==> src/rtl/pipe_stage_buf.sv <==
// Inter-stage pipeline register with valid/ready handshake, 2-entry skid buffer, stall and flush.
// Optional performance counters are enabled by defining PIPE_STAGE_BUF_PERF_EN.
module pipe_stage_buf #(
  parameter int DATA_W = 32,
  parameter int NCH    = 6,
  parameter int CTRL_W = 24
) (
  input  logic                  clk,
  input  logic                  reset,
  input  logic                  stall,
  input  logic                  flush,
  input  logic                  in_valid,
  output logic                  in_ready,
  input  logic [CTRL_W-1:0]     in_ctrl,
  input  logic [NCH*DATA_W-1:0] in_data,
  output logic                  out_valid,
  input  logic                  out_ready,
  output logic [CTRL_W-1:0]     out_ctrl,
  output logic [NCH*DATA_W-1:0] out_data,
  output logic [31:0]           stall_cnt,
  output logic [31:0]           flush_cnt
);

  localparam int PW = NCH * DATA_W;

  typedef enum logic [1:0] {
    EMPTY = 2'd0,
    ONE   = 2'd1,
    FULL  = 2'd2
  } state_t;

  state_t            state, state_nxt;
  logic [CTRL_W-1:0] head_ctrl, head_ctrl_nxt;
  logic [CTRL_W-1:0] skid_ctrl, skid_ctrl_nxt;
  logic [PW-1:0]     head_data, head_data_nxt;
  logic [PW-1:0]     skid_data, skid_data_nxt;
  logic              acc;
  logic              cons;

  // Handshake depends only on registered state and stall, never on in_valid or out_ready.
  assign in_ready  = ~stall & (state != FULL);
  assign out_valid = (state != EMPTY);
  assign out_ctrl  = out_valid ? head_ctrl : '0;
  assign out_data  = head_data;
  assign acc       = in_valid & in_ready;
  assign cons      = out_valid & out_ready & ~stall;

  always_comb begin
    state_nxt     = state;
    head_ctrl_nxt = head_ctrl;
    head_data_nxt = head_data;
    skid_ctrl_nxt = skid_ctrl;
    skid_data_nxt = skid_data;
    if (flush) begin
      state_nxt     = EMPTY;
      head_ctrl_nxt = '0;
      head_data_nxt = '0;
      skid_ctrl_nxt = '0;
      skid_data_nxt = '0;
    end else if (!stall) begin
      case (state)
        EMPTY: begin
          if (acc) begin
            state_nxt     = ONE;
            head_ctrl_nxt = in_ctrl;
            head_data_nxt = in_data;
          end
        end
        ONE: begin
          if (acc && !cons) begin
            state_nxt     = FULL;
            skid_ctrl_nxt = in_ctrl;
            skid_data_nxt = in_data;
          end else if (!acc && cons) begin
            state_nxt = EMPTY;
          end else if (acc && cons) begin
            head_ctrl_nxt = in_ctrl;
            head_data_nxt = in_data;
          end
        end
        FULL: begin
          // Skid entry moves up so FIFO order is kept; in_ready is low here so nothing enters.
          if (cons) begin
            state_nxt     = ONE;
            head_ctrl_nxt = skid_ctrl;
            head_data_nxt = skid_data;
          end
        end
        default: state_nxt = EMPTY;
      endcase
    end
  end

  always_ff @(posedge clk) begin
    if (reset) begin
      state     <= EMPTY;
      head_ctrl <= '0;
      head_data <= '0;
      skid_ctrl <= '0;
      skid_data <= '0;
    end else begin
      state     <= state_nxt;
      head_ctrl <= head_ctrl_nxt;
      head_data <= head_data_nxt;
      skid_ctrl <= skid_ctrl_nxt;
      skid_data <= skid_data_nxt;
    end
  end

`ifdef PIPE_STAGE_BUF_PERF_EN
  logic [31:0] stall_q;
  logic [31:0] flush_q;

  // Only flushes that actually discard something are counted.
  always_ff @(posedge clk) begin
    if (reset) begin
      stall_q <= '0;
      flush_q <= '0;
    end else begin
      if (stall) stall_q <= stall_q + 32'd1;
      if (flush && (state != EMPTY)) flush_q <= flush_q + 32'd1;
    end
  end

  assign stall_cnt = stall_q;
  assign flush_cnt = flush_q;
`else
  assign stall_cnt = 32'd0;
  assign flush_cnt = 32'd0;
`endif

endmodule
==> config.mk <==
export PLATFORM = sky130hd
export DESIGN_NAME = pipe_stage_buf
export DESIGN_NICKNAME = d
export VERILOG_FILES = /design/src/rtl/pipe_stage_buf.sv
export SDC_FILE = /design/constraint.sdc
export NUM_CORES = 1
export LEC_CHECK = 0
export ABC_AREA = 1
export BUFFER_PORTS_ARGS = -buffer_cell sky130_fd_sc_hd__buf_2
export CELL_PAD_IN_SITES_DETAIL_PLACEMENT = 1
export CELL_PAD_IN_SITES_GLOBAL_PLACEMENT = 2
export CORE_ASPECT_RATIO = 0.75
export CORE_MARGIN = 1
export CORE_UTILIZATION = 26
export CTS_BUF_LIST = sky130_fd_sc_hd__clkbuf_8
export CTS_CLUSTER_SIZE = 16
export DETAILED_ROUTE_END_ITERATION = 12
export PLACE_DENSITY = 0.83
export SYNTH_ARGS = -nofsm -noshare
export SYNTH_HDL_FRONTEND = slang
export SYNTH_SLANG_ARGS = --single-unit
==> constraint.sdc <==
create_clock -name clk -period 2 [get_ports clk]
set_input_delay 0.2 -clock clk [delete_from_list [all_inputs] [get_ports clk]]
set_output_delay 0.2 -clock clk [all_outputs]
set_load 0.03 [all_outputs]
Word level (Yosys, flattened, before mapping)
Cells that the tools add are included.
Storage, ports and cells
  bits in registers: 434
  latch bits: 0
  bits in writable memories: 0
  bits in read-only memories: 0
  input bits: 222
  output and inout port bits: 282
  logic and storage cells: 49
  memories: 0
Cells by class
  add/subtract/negate cells: 0
  multipliers: 0
  div/mod/pow operators: 0
  magnitude comparators: 0
  equality and inequality tests: 9
  shifts and indexed selects: 0
  muxes and demuxes: 18
  bitwise operators: 5
  reduce and logical (&&, ||, !) cells: 12
Operators by type and width (number)
  $mux 192: 5
  $pmux 192 s3: 1
  $mux 24: 6
  $pmux 24 s3: 1
  $ne 2x2->1 const B: 6
  $mux 2: 4
  $reduce_and 7->1: 1
  $pmux 2 s3: 1
  $and 1x1->1: 4
  $reduce_and 4->1: 1
  $logic_and 1x1->1: 3
  $ne 3x3->1 const B: 1
  $reduce_and 3->1: 1
  $reduce_bool 3->1: 1
  $eq 2x1->1 const B: 1
  $eq 2x2->1 const B: 1
  $logic_not 1->1: 2
  $logic_not 2->1: 1
  $reduce_bool 2->1: 1
  $reduce_or 2->1: 1
  $not 1->1: 1

Logic depth before layout (Yosys ltp)
  depth after elaboration: 8
  mapped depth: 16
  mapped depth without buffers: 13

Worst setup path before layout
Ideal clock, no wire load.
  path type: reg2reg
  start point: register state[0]
  end point: register head_ctrl[10]
  setup time: 0.113 ns
  arrival time: 1.795 ns
  required time: 1.887 ns
  setup slack: 0.093 ns
  cell stages (with the launch flop): 16
  buffers on the path: 3
  clock period less this slack: 1.907 ns
  cells stage by stage: dfxtp_1 buf_4 inv_4 nand2_2 nand2_2 nor2_1 inv_1 ha_1 nor2_1 nand2_1 nand2_1 nand3_4 buf_4 buf_2 nor2_1 nor2_1
On the way
  cells in the longest elaborated chain, start to end: 7
  elaborated cells between the ends (all ways): 22
  classes of those cells: eq/ne (8); mux (1); bitwise (4); reduce/logical (9)
RTL lines
  start: declaration: RTL line 32  | state_t state, state_nxt;
  start signal: assignment: RTL line 102  | state <= state_nxt;
  $ne 2x2->1 / $reduce_bool 2->1 (equally long branches): RTL line 41, 42
  $and 1x1->1 (on tied branches): RTL line 41, 46
  $and 1x1->1 (on tied branches): RTL line 45, 46
  $logic_not 1->1 (on tied branches): RTL line 74, 70
  $logic_and 1x1->1 (on tied branches): RTL line 74, 70
  $ne 2x2->1 (no line)
  $reduce_and 7->1 (no line)
  end signal: assignment: RTL line 103  | head_ctrl <= head_ctrl_nxt;
  end: declaration: RTL line 33  | logic [CTRL_W-1:0] head_ctrl, head_ctrl_nxt;
Several ways; a longest one is shown, not always the timed one.
A chain may end at the register's enable or synchronous reset.

Final worst setup path
  start point: register state[1]
  end point: register head_data[54] (netlist: out_data[54])
On the way
  cells in the longest elaborated chain, start to end: 7
  elaborated cells between the ends (all ways): 22
  classes of those cells: eq/ne (8); mux (1); bitwise (4); reduce/logical (9)
RTL lines
  $ne 2x2->1 / $reduce_bool 2->1 (equally long branches): RTL line 41, 42
  $and 1x1->1 (on tied branches): RTL line 41, 46
  $and 1x1->1 (on tied branches): RTL line 45, 46
  $logic_not 1->1 (on tied branches): RTL line 74, 70
  $logic_and 1x1->1 (on tied branches): RTL line 74, 70
  $ne 2x2->1 (no line)
  $reduce_and 7->1 (no line)
  end signal: assignment: RTL line 104  | head_data <= head_data_nxt;
  end: declaration: RTL line 35  | logic [PW-1:0] head_data, head_data_nxt;
Several ways; a longest one is shown, not always the timed one.

==> flow_summary.json <==
{
  "clock_sinks": 434,
  "setup_tns_ns": -0.02141,
  "wl_mm": 78.20,
  "cp_max_fo": 138,
  "io_buffers": 439,
  "violations": "setup timing",
  "ios": 504,
  "core_area_sq_mm": 0.07544,
  "fillers": 9682,
  "antenna_found_initial": 11,
  "path_clk_slew_ns": 0.06,
  "layout_setup_ws_ns": -0.02141,
  "num_rows": 87,
  "critPathLaunchType": "register",
  "max-clock-path-buffers": 3,
  "hp-class": "in -> reg",
  "via_count": 21180,
  "die_w_microns": 321.4,
  "cp.arrival_ns": 2.59,
  "ir_drop_uv": 596.0,
  "layout_commonest_cell": "nand2_1",
  "cts_tree": "built",
  "max_cap_violations": 0,
  "required_ns": 2.57,
  "place_hpwl_mm": 46.60,
  "p_leak_uw": 0.01356,
  "syn2layout_area_growth_pct": 40.89,
  "finalCritPeriodShare": 1.011,
  "gp_congestion": 0.7926,
  "start_util": 0.2638,
  "synth_seq_area_share": 0.4366,
  "relSlewSlack": 0.2709,
  "dieArea_sq_mm": 0.07765,
  "postRouteAntennaNets": 0,
  "fp.dieH_microns": 241.6,
  "finalHoldViolations": 0,
  "syn_area_per_cell_sq_um": 6.331,
  "outcome": "finished with violations",
  "grt_max_degree": 198,
  "clock_skew_ns": 0.05356,
  "grt.total_usage": 0.1899,
  "synthCells": 3143,
  "grt_pass1_vias": 21230,
  "cts-root-buf": "clkbuf_8",
  "setup_viol": 1,
  "drc": 0,
  "first_iter_violations": 1003,
  "synth.distinct_cells": 20,
  "finalMaxSlewViolations": 0,
  "drive_gt1_frac": 0.2007,
  "worstSetupPathType": "reg -> reg",
  "worstSkewPairLatency_ns": 0.69,
  "overflow": 0,
  "final_cell_mix": "nand2_1 (823), nor2_1 (819), dfxtp_1 (432), buf_2 (427), inv_1 (263)",
  "fin_cells": 4868,
  "critPathCaptureType": "register",
  "grt_pass1_wl_mm": 118.4,
  "min_period_ns": 2.021,
  "rsz0062_at_grt": "yes",
  "synth.cell_area_sq_mm": 0.01990,
  "yosys_warnings": 0,
  "cts_made_buffers": 80,
  "drt_pass1_iterations": 5,
  "avgRoutedWirePerCell_microns": 16.06,
  "powerDensity_mw_per_mm2": 786.5,
  "nNetsFinal": 3998,
  "place_inst": 4468,
  "h-tree-depth": 3,
  "synth.ff_latch_count": 434,
  "tightest_slew_ns": 1.094,
  "vias_per_cell": 4.351,
  "fmax_mhz": 494.7
}
## state kept, by name (all words and copies together), names as in the netlist
signal     cells
out_data     192
skid_ctrl     24
state          2
skid_data    192
head_ctrl     24
## metrics by stage
step / setup slack [ns] / utilization / cell area [sq um] / total power [uW] / hold WS [ns]
after floorplan: 0.09257 / - / 20130 / 11420 / 0.3641
after global placement: -0.1532 / 0.3082 / 23250 / 12500 / 0.4399
after detailed placement: -0.2497 / 0.3082 / 23250 / 12530 / 0.4434
after CTS: -0.01932 / 0.3622 / 27330 / 22090 / 0.03280
after global routing: -0.1483 / 0.3716 / 28030 / 23210 / 0.08201
final: -0.02141 / 0.3716 / 28030 / 22050 / 0.07871
## power breakdown
part | internal, uW | switching (uW)
Sequential | 8900 | 156
Combinational | 1500 | 2560
Clock | 4760 | 4170
## worst paths after layout
check / startpoint / endpoint / slack, ns / depth (start not counted)
max: state[1] / out_data[54] / -0.02 / 8
min: flush / head_ctrl[9] / 0.08 / 5
max reg2reg: state[1] / out_data[54] / -0.02 / 8
min reg2reg: skid_ctrl[0] / skid_ctrl[0] / 0.45 / 2
## cell type report
type	count	area, sq um	area share
flip-flops and latches	434	8696	0.3102
clock inverters	44	249.0	0.008882
multi-input cells	2253	9435	0.3366
diodes	8	20.02	0.0007141
clock buffers	102	1404	0.05008
repair buffers	764	6037	0.2153
inverters	240	913.4	0.03258
well taps	1023	1280	0.04566
## cell families (layout without fill, tap and decap cells)
kind of cell	after synthesis	after routing	share of synthesized area
and+or+nand+nor	1945	1945	0.3819
buffers and inverters	519	1150	0.1188
DFF	434	434	0.4366
AOI/OAI and AO/OA	241	241	0.06062
adders and majority gates	3	3	0.001887
other	1	72	0.0001885
## cell usage after synthesis
cell | number | area, sq um
ha_1 | 3 | 37.54
a21oi_1 | 13 | 65.06
nor2_8 | 1 | 20.02
nor2_1 | 872 | 3273
buf_1 | 11 | 41.29
buf_2 | 87 | 435.4
inv_2 | 2 | 7.510
nand2_2 | 3 | 18.77
nand2_1 | 861 | 3232
conb_1 | 1 | 3.750
clkbuf_1 | 102 | 382.9
nand3_4 | 1 | 17.52
nand4_1 | 1 | 6.260
nand3_1 | 206 | 1031
dfxtp_1 | 434 | 8688
inv_1 | 237 | 889.6
buf_4 | 77 | 578.1
buf_6 | 2 | 22.52
o21ai_0 | 228 | 1141
inv_4 | 1 | 6.260
## routing by layer
layer / up-vias / wire length, microns / track usage
li1: 10700 / - / -
met1: 9980 / 37140 / 0.2467
met2: 367 / 35960 / 0.3140
met3: 135 / 2977 / 0.03451
met4: 4 / 2092 / 0.06555
met5: - / 25 / 0
## worst max-delay path: stages, from the launching register on
cell and delay, ns:
dfxtp_4 0.42, nand2_8 0.06, buf_4 0.13, buf_4 0.14, buf_12 0.18, nand2_1 0.29
nand2_1 0.11, nor2_2 0.14, nor2_1 0.06
## what timing repair did
item                                   4_1_cts  5_1_grt
setup endpoints to repair                  446      351
pin swaps                                    1       19
cloned                                       2       11
hold buffers                               218        0
endpoints found under the hold margin      434        0
gates resized for setup                     48      174
buffers inserted                             5       12
Note: power is estimated with default switching activity, not from simulation.
